`src/rtl/tlb_l2_responder.sv`:
```
// L2 TLB responder: queues translation requests and walks them one at a time, then returns one response pulse per walk.
// Latency is 3 cycles plus walker latency from req to data_valid; ready drops when the FIFO is full and unaccepted requests are dropped.
module tlb_l2_responder #(
    parameter int DEPTH   = 4,
    parameter int VPN_W   = 27,
    parameter int PN      = 3,
    parameter int INFO_W  = 8,
    parameter int ENTRY_W = 64
) (
    input  logic               clk,
    input  logic               rst,
    input  logic               req,
    input  logic [VPN_W-1:0]   req_addr,
    input  logic [INFO_W-1:0]  req_info,
    output logic               ready,
    output logic               data_valid,
    output logic [INFO_W-1:0]  info_o,
    output logic [ENTRY_W-1:0] entry,
    output logic [PN-1:0]      wpn,
    output logic [VPN_W-1:0]   waddr,
    output logic               error,
    output logic               exception,
    output logic               exc_static,
    output logic               walk_req,
    output logic [VPN_W-1:0]   walk_vpn,
    input  logic               walk_ready,
    input  logic               walk_valid,
    input  logic [ENTRY_W-1:0] walk_entry,
    input  logic [1:0]         walk_level,
    input  logic               walk_exception,
    input  logic               walk_error,
    input  logic               walk_exc_static,
    input  logic               flush
);
    localparam int AW = $clog2(DEPTH);
    localparam logic [AW:0] FULL = (AW+1)'(DEPTH);
    localparam logic [AW:0] ONE  = (AW+1)'(1);

    typedef enum logic [1:0] {IDLE, ISSUE, WAIT, RESP} state_t;
    state_t state, state_nxt;

    logic [VPN_W-1:0]  fifo_vpn  [DEPTH];
    logic [INFO_W-1:0] fifo_info [DEPTH];
    logic [AW:0]       head, tail, count;
    logic              enq, deq, capture, nonempty;
    logic              stale, stale_now, resp_err;
    logic [PN-1:0]     wpn_c;

    assign ready    = (count != FULL);
    assign enq      = req & ready;
    // An enqueue this cycle counts as non-empty so the walk issues one cycle after acceptance.
    assign nonempty = (count != '0) | enq;
    assign walk_vpn = fifo_vpn[head[AW-1:0]];

    always_ff @(posedge clk) begin
        if (enq) begin
            fifo_vpn[tail[AW-1:0]]  <= req_addr;
            fifo_info[tail[AW-1:0]] <= req_info;
        end
    end

    always_ff @(posedge clk or negedge rst) begin
        if (!rst) begin
            head  <= '0;
            tail  <= '0;
            count <= '0;
        end else begin
            if (enq) tail <= tail + ONE;
            if (deq) head <= head + ONE;
            if (enq && !deq)      count <= count + ONE;
            else if (!enq && deq) count <= count - ONE;
        end
    end

    always_ff @(posedge clk or negedge rst) begin
        if (!rst) state <= IDLE;
        else      state <= state_nxt;
    end

    always_comb begin
        state_nxt = state;
        deq       = 1'b0;
        capture   = 1'b0;
        case (state)
            IDLE:  if (nonempty) state_nxt = ISSUE;
            ISSUE: if (walk_ready) begin
                       deq       = 1'b1;
                       state_nxt = WAIT;
                   end
            WAIT:  if (walk_valid) begin
                       capture   = 1'b1;
                       state_nxt = RESP;
                   end
            RESP:  state_nxt = nonempty ? ISSUE : IDLE;
            default: state_nxt = IDLE;
        endcase
    end

    // A fence only poisons a walk already handed to the walker.
    assign stale_now = flush & (deq | (state == WAIT));
    assign resp_err  = walk_error | stale | stale_now;

    always_comb begin
        wpn_c = '0;
        for (int j = 0; j < PN; j++) wpn_c[j] = (j < int'(walk_level));
    end

    always_ff @(posedge clk or negedge rst) begin
        if (!rst) begin
            walk_req   <= 1'b0;
            data_valid <= 1'b0;
            info_o     <= '0;
            waddr      <= '0;
            entry      <= '0;
            wpn        <= '0;
            error      <= 1'b0;
            exception  <= 1'b0;
            exc_static <= 1'b0;
            stale      <= 1'b0;
        end else begin
            walk_req   <= (state_nxt == ISSUE);
            data_valid <= (state_nxt == RESP);
            if (deq) begin
                waddr  <= walk_vpn;
                info_o <= fifo_info[head[AW-1:0]];
            end
            if (capture) begin
                entry      <= walk_entry;
                wpn        <= wpn_c;
                error      <= resp_err;
                exception  <= walk_exception & ~resp_err;
                exc_static <= walk_exc_static & walk_exception & ~resp_err;
            end
            if (state == RESP)  stale <= 1'b0;
            else if (stale_now) stale <= 1'b1;
        end
    end
endmodule

```
`config.mk`:
```
export PLATFORM = sky130hd
export DESIGN_NAME = tlb_l2_responder
export DESIGN_NICKNAME = d
export VERILOG_FILES = /design/src/rtl/tlb_l2_responder.sv
export SDC_FILE = /design/constraint.sdc
export NUM_CORES = 1
export LEC_CHECK = 0
export CORE_ASPECT_RATIO = 0.75
export CORE_UTILIZATION = 30
export CTS_CLUSTER_DIAMETER = 120
export CTS_CLUSTER_SIZE = 24
export DETAILED_ROUTE_END_ITERATION = 7
export SLEW_MARGIN = 40
export SYNTH_ARGS = -nofsm -noshare
export SYNTH_HDL_FRONTEND = slang
export SYNTH_SLANG_ARGS = --single-unit
```
`constraint.sdc`:
```
create_clock -name clk -period 2.1 [get_ports clk]
set_clock_uncertainty 0.1 [all_clocks]
set_input_delay 0.21 -clock clk [delete_from_list [all_inputs] [get_ports clk]]
set_output_delay 0.21 -clock clk [all_outputs]
set_load 0.01 [all_outputs]
```
# Word level (Yosys, flattened, before mapping)
# Memories as Yosys holds them, arrays and structs flattened. A register that Yosys moved wholly into a read port is not among the register bits.
# Index checks and enable logic that the tools add are counted.
[word_totals]
regBits = 111
ramBits = 140
inputBits = 110
output_inout_bits = 135
word_cells = 62
memories = 2
[op_classes]
addsub = 4
magnitude_cmp = 3
eq_ne = 6
muxes = 15
bitwise_logic = 10
n_reduce_logical = 9
[memory_table]
columns = ["name", "words", "width", "rd", "rd_ports_with_merged_regs", "write_ports", "line_no", "text"]
rows = [
  ["fifo_vpn", 4, 27, 1, 0, 1, "42", "logic [VPN_W-1:0] fifo_vpn [DEPTH];"],
  ["fifo_info", 4, 8, 1, 1, 1, "43", "logic [INFO_W-1:0] fifo_info [DEPTH];"],
]
[ops]
columns = ["cell", "n"]
rows = [
  ["adder 3 x 1 -> 3 bit (second input constant)", 3],
  ["two-way mux 1 bit", 9],
  ["one-hot mux 2 bit (4 select lines)", 1],
  ["== test 2 bit (second input constant)", 3],
  ["two-way mux 2 bit", 3],
  ["two-way mux 3 bit", 2],
  ["AND 1 bit", 5],
  ["== test 2 x 1 -> 1 bit (second input constant)", 2],
  ["less-than comparator 1 x 2 -> 1 bit (first input constant)", 2],
  ["OR 1 bit", 4],
  ["nonzero test 2 bit", 2],
  ["zero test 1 bit", 3],
  ["inequality test 3 bit (second input constant)", 1],
  ["nonzero test 3 bit", 1],
  ["subtractor 3 x 1 -> 3 bit (second input constant)", 1],
  ["logical AND 1 bit", 2],
  ["zero test 2 bit", 1],
  ["less-than comparator 2 bit (first input constant)", 1],
  ["inverter 1 bit", 1],
]

# Logic depth before layout (Yosys ltp)
# Gate-level depths: netlist of the first run.
[logic_depth]
depth_word = 7
mapped_depth = 10
depth_no_buf = 8

# Worst setup path before layout of the first run
# No wires, ideal clock.
[synth_timing]
kind = "register to register"
startpoint = "reg count[0]"
endpoint = "mem fifo_info[2][0], enable pin"
setup_time_ps = 395
arrival_ps = 1632
required_time_ps = 1605
setup_slack_ps = -27
path_stages_with_launch = 4
path_buffers = 0
period_less_slack_ps = 2127
cell_sequence = "dfrtp_1 nor2_1 a21boi_2 and2_1"
[synth_via]
elab_chain_cells = 4
[synth_rtl]
columns = ["element", "line_no", "text"]
rows = [
  ["from (decl)", "44", "logic [AW:0] head, tail, count;"],
  ["from (signal assigned)", "70", "if (enq && !deq) count <= count + ONE;"],
  ["from (signal assigned)", "71", "else if (!enq && deq) count <= count - ONE;"],
  ["inequality test 3 bit", "49", "assign ready = (count != FULL);"],
  ["AND 1 bit", "50", "assign enq = req & ready;"],
  ["named net enq", "45", "logic enq, deq, capture, nonempty;"],
  ["two-way mux 1 bit", "56", "if (enq) begin"],
  ["two-way mux 1 bit (implied by the code)", "58", "fifo_info[tail[AW-1:0]] <= req_info;"],
  ["to (decl)", "43", ""],
]
# The timed path passes the listed nets, and every way through them passes these cells.

# Final worst setup path of the first run
[layout_timing]
startpoint = "reg head[0]"
endpoint = "out walk_vpn[3]"
[layout_via]
elab_chain_cells = 1
[layout_rtl]
columns = ["element", "line_no", "text"]
rows = [
  ["from (decl)", "44", ""],
  ["from (signal assigned)", "69", "if (deq) head <= head + ONE;"],
  ["memory (4 x 27 bit)", "n/a", ""],
  ["to (decl)", "25", "output logic [VPN_W-1:0] walk_vpn,"],
]
# Every way passes these cells.

==> metrics.txt, run 1 <==
met2 WL post-DR 10500 um; Ys Warns 0; Setup crit start head[0]; DRT met1 WL 10100 um; CP max FO 5; layout cell share with drive strength beyond 1 0.272; Distinct cells, synth 31; syn_area_per_cell 19.6 um^2; Setup crit end kind output port; Fill cells 2857; number of global-route vias before repair 5450; area of the multi-input gates 2280 um^2; RSZ-0062 raised after global routing true; DR top layer met4; CP cell instances buf_6, buf_12, mux4_2, buf_6; vias per inst 4.52; Yosys top cell area share 0.439; failing checks setup timing; Core ar. 31300 um^2; first-pass GRT wire length 34400 um; CTS max path bufs 3; DRT Pass-1 Iters 4; Detailed Route Iter0 Violations 286; setup_tns -2.03 ns; Slew HR 0.762; Worst Setup Start Kind register; clock sink total 257; final net count 880; slowest stage delay, CP 0.56 ns; port buffer count 244; HPWL reported at the end of detailed placement 15800 um; wire per inst 19.5 um; max_cap viols 0; Detail Route Antenna Nets 0; Die W 208 um; Layout Utilization 0.424; synthesized area 9580 um^2; WP buf/inv 3; Tcrit/Tclk final 1.07; Final setup violation count 20; R2R Path End count[2]; initial antenna violation count 0; Min-Delay Path Class primary input to async pin; row cnt 56; RR Startpoint count[0]; cell mode on critical path buf_6; Chip Height 157 um; Final WS setup -0.148 ns; All-Layer GR Usage 0.139; placer congestion estimate 0.709; VDD IR max 798 uV; Clock Pin Slew Worst Setup and Hold Paths 0.10 ns; Final Critical Period 2.25 ns; Post-Route WL 22900 um; CTS H-tree depth 1; EDFF count, synth 140; pin count of the biggest net entering global routing 51; asr flop ratio synth 0.455; instance count on the critical path 4; Initial Util 0.306; area grow syn2layout 38.7%; max-slew violations 0; overall power 18.8 mW; DP Worst Slack 0.00325 ns; Fin. Hold Viols 0; DR DRC count 0; Synth Register Bits 257; ys flop type edfxtp_1; Reg area 7130 um^2; slowest stage cell, crit path mux4_2; IO Pins 245; status finished, violations left; CP Class register to output port; family with the most delay on the worst path multiplexers; Worst R2R Setup Slack 0.22 ns; post-synth net total 605; Num CTS Buffers 14; leakage 5.02 nW; critical path required time 1.79 ns; Root Driver clkbuf_16; pwr dens 1420 nW/um^2; Gate Count Post-Synth 489; Worst Reg2Reg Path Length in Cells 8; Seq/Total Area, Yosys 0.745; global route total overflow 0; Vias 5327; CTS tree built; clk_lat worst skew 0.49 ns; commonest non-fill, non-tap cell in the layout clkdlybuf4s50_1; commonest cells after routing, fill and taps aside clkdlybuf4s50_1, edfxtp_1, dfrtp_1, mux2_2, buf_6; wire length on met3 1970 um; Worst-Margin Slew 0.356 ns; die area 32700 um^2; Yosys top cell by area edfxtp_1; critical path endpoint walk_vpn[3]; CP arrival 1.94 ns; synth top area cells edfxtp_1, dfrtp_1, mux2_2; Max Clk Rate 445 MHz
## kinds of logic (layout without fill, tap and decap cells)
family / after synthesis / after routing / share of synthesized area
DFF: 257 / 257 / 0.745
muxes: 137 / 137 / 0.191
xor gates and xnor gates: 5 / 5 / 0.00457
buffers and inverters: 27 / 309 / 0.0176
AOI/OAI and AO/OA: 19 / 19 / 0.0142
adders and majority gates: 6 / 6 / 0.00862
other: 0 / 1 / 0
and+or+nand+nor: 38 / 38 / 0.0196
## layout make-up
class | instances | area share
sequential | 257 | 0.537
clock inverter | 1 | 0.000659
clock buffer | 22 | 0.0302
timing repair buffer | 281 | 0.220
antenna | 1 | 0.000188
inverter | 5 | 0.00141
tap | 406 | 0.0382
multi-input combinational | 205 | 0.172
## cell usage after synthesis, types with 2 or more instances
master / number
and2_1: 4
buf_2: 12
buf_4: 4
buf_6: 5
dfrtp_1: 117
edfxtp_1: 140
ha_1: 5
inv_1: 5
mux2_2: 94
mux2i_1: 16
mux4_2: 27
nand2_1: 20
nand3_1: 2
nor2_1: 5
o21ai_0: 7
o221ai_1: 8
xnor2_1: 3
xor2_1: 2
## power breakdown
part / total [mW] / leakage (nW) / internal, mW / switching [mW]
clock network: 2.94 / 0.198 / 1.34 / 1.60
registers: 7.79 / 2.68 / 7.06 / 0.731
logic: 8.11 / 2.14 / 4.72 / 3.39
total: 18.8 / 5.02 / 13.1 / 5.71
## repair_timing
action / CTS / global route
resized for setup: 132 / 11
hold buffers: 1 / 0
pin swaps: 0 / 0
endpoints found under the hold margin: 117 / 0
gates cloned: 2 / 0
setup endpoints to repair: 27 / 28
setup buffers: 5 / 4
## how the worst min path moves through the flow
stage | cells past startpoint | start | end | slack [ns]
after floorplan | 0 | rst | count[0] | -0.19
after global placement | 1 | rst | entry[49] | 0.03
after detailed placement | 1 | rst | entry[49] | 0.04
after CTS | 2 | rst | entry[3] | 0.06
after global routing | 2 | rst | entry[2] | 0.07
final | 2 | rst | entry[49] | 0.07
## layer usage
metal,up-vias,track usage
met5,-,0
met4,0,0.0233
met3,20,0.0494
met2,185,0.222
met1,2726,0.184
li1,2396,-
## flip-flops by register name, indices dropped and copies added, names as in the netlist, 2 cells and up
register	cells
entry	64
waddr	27
wpn	3
fifo_vpn	108
tail	2
info_o	8
head	2
count	3
state	2
fifo_info	32
## metrics by stage
stage	hold WS, ns	instance area (um^2)	cells
finish	0.0741	13300	1178
detailed placement	0.0385	12700	1144
global placement	0.0316	12700	1144
CTS	0.0610	13300	1175
global route	0.0675	13300	1177
floorplan	-0.186	9580	489
(Power assumes the default switching activity.)
==> run 2, diff against run 1 <==
- CORE_ASPECT_RATIO: 0.75 -> unset
- CORE_MARGIN: unset -> 4
==> run 2 against run 1 <==
The run still ends with setup timing left. Cell count decreased by 0.34%. Register-to-register slack lost 0.06 ns. Worst setup slack improved by 0.071 ns. Fmax up 3.3%. Utilization decreased by 0.19 points. Clock power down 3%. Flip-flop and latch count did not move. First-iteration DRC count shrank 32%. Sequential power is 0.5% lower. Total power decreased by 0.44%. Non-clock buffer count is 2 higher. Global-route usage shrank 1.6 points. Critical path type unchanged.
==> metrics.txt, run 2 (synthesized netlist as in run 1, its figures left out) <==
first-pass GRT wire length 34500 um (was 34400 um); global route total overflow 0 (unchanged); Detailed Route Iter0 Violations 194 (was 286); commonest cells after routing, fill and taps aside clkdlybuf4s50_1, edfxtp_1, dfrtp_1, mux2_2, buf_6 (unchanged); initial antenna violation count 1 (was 0); CP Class register to output port (unchanged); Final Critical Period 2.18 ns (was 2.25 ns); Num CTS Buffers 14 (unchanged); final net count 882 (was 880); Root Driver clkbuf_16 (unchanged); Die W 187 um (was 208 um); Detail Route Antenna Nets 0 (unchanged); Worst Setup Start Kind register (unchanged); leakage 5.04 nW (was 5.02 nW); max_cap viols 0 (unchanged); DR DRC count 0 (unchanged); IO Pins 245 (unchanged); vias per inst 4.47 (was 4.52); commonest non-fill, non-tap cell in the layout clkdlybuf4s50_1 (unchanged); Min-Delay Path Class primary input to async pin (unchanged); critical path required time 1.79 ns (about the same); pin count of the biggest net entering global routing 53 (was 51); clk_lat worst skew 0.51 ns (was 0.49 ns); WHS 0.160 ns (was 0.0741 ns); Slew HR 0.626 (was 0.762); setup_tns -1.20 ns (was -2.03 ns); die area 34800 um^2 (was 32700 um^2); Setup crit end kind output port (unchanged); Final WS setup -0.0776 ns (was -0.148 ns); max-slew violations 0 (unchanged); CTS H-tree depth 1 (unchanged); Initial Util 0.304 (was 0.306); Tcrit/Tclk final 1.04 (was 1.07); final instance area 13300 um^2 (about the same); Vias 5251 (was 5327); Worst-Margin Slew 0.561 ns (was 0.356 ns); Placement Cell Area 12800 um^2 (was 12700 um^2); number of global-route vias before repair 5669 (was 5450); Max Clk Rate 459 MHz (was 445 MHz); DP Worst Slack -0.0109 ns (was 0.00325 ns); failing checks setup timing (unchanged); Clock Pin Slew Worst Setup and Hold Paths 0.10 ns (about the same); HPWL reported at the end of detailed placement 14800 um (was 15800 um); All-Layer GR Usage 0.123 (was 0.139); CP max FO 8 (was 5); Core ar. 31600 um^2 (was 31300 um^2); port buffer count 244 (unchanged); max reg flops 108 (unchanged); pwr dens 1410 nW/um^2 (was 1420 nW/um^2); row cnt 65 (was 56); Post-Route WL 21700 um (was 22900 um); CTS tree built (unchanged); placed cell count 1141 (was 1144); VDD IR max 776 uV (was 798 uV); placer congestion estimate 0.702 (was 0.709); DRT Pass-1 Iters 4 (unchanged); status finished, violations left (unchanged); Chip Height 187 um (was 157 um); Fin. Hold Viols 0 (unchanged); post-route insts no fill 1174 (was 1178); wire per inst 18.5 um (was 19.5 um); layout cell share with drive strength beyond 1 0.275 (was 0.272); RSZ-0062 raised after global routing true (unchanged); CTS max path bufs 3 (unchanged); area grow syn2layout 39.1% (was 38.7%); n_diodes 0 (was 1); Final setup violation count 26 (was 20); Worst R2R Setup Slack 0.16 ns (was 0.22 ns); clock sink total 257 (unchanged); CP arrival 1.87 ns (was 1.94 ns)
[run 2: cell count changes in the layout (fill, tap and decap cells not counted), sizes merged]
cell           delta
diode             -1
clkinv            +1
clkdlybuf4s50     +1
dlymetal6s2s      -1
clkbuf            -4
buf               +4
[run 2: where the power goes]
group / internal, mW / switching, mW
clock: 1.27 / 1.59
sequential: 7.06 / 0.691
combinational: 4.81 / 3.33
total: 13.1 / 5.61
[run 2: path summary, 6_finish.rpt]
path                                      start      endpoint  cells after the start
worst min register to register           wpn[2]        wpn[2]                      2
min in group clk                walk_exc_static    exc_static                      3
worst max register to register         count[0]      count[2]                      8
max in group asynchronous                   rst     entry[52]                      3
worst min-delay path                        rst     entry[10]                      2
worst max-delay path                    head[0]  walk_vpn[16]                      4
[run 2: per-stage QoR]
stage | total power [mW] | util
after CTS | 19.2 | 0.422
final | 18.8 | 0.422
after global placement | 15.7 | 0.405
after detailed placement | 15.8 | 0.405
after global routing | 19.9 | 0.422
after floorplan | 11.5 | -
[run 2: area by class of cell]
| class | count | area (um^2) |
|---|---|---|
| clock buffer | 20 | 373 |
| timing repair buffer | 283 | 2990 |
| multi-input combinational | 205 | 2280 |
| tap | 402 | 503 |
| clock inverter | 2 | 25.0 |
| sequential | 257 | 7130 |
| fill | 2888 | 18200 |
| inverter | 5 | 18.8 |
[run 2: what timing repair did]
item | 4_1_cts | 5_1_grt
endpoints found under the setup margin | 27 | 27
endpoints found under the hold margin | 48 | 0
hold buffers | 1 | 0
cloned | 2 | 0
setup buffers | 8 | 2
resized for setup | 142 | 7
[run 2: per-layer routing]
layer	global-route usage	up-vias	wire, um
li1	-	2405	-
met1	0.160	2642	9410
met2	0.206	182	10200
met3	0.0397	20	1650
met4	0.0242	2	422
met5	0	-	11
[run 2: critical path, cell delays in order, from the launching register on]
cell	delay, ns
dfrtp_2	0.40
buf_6	0.11
buf_12	0.14
mux4_2	0.55
buf_6	0.15
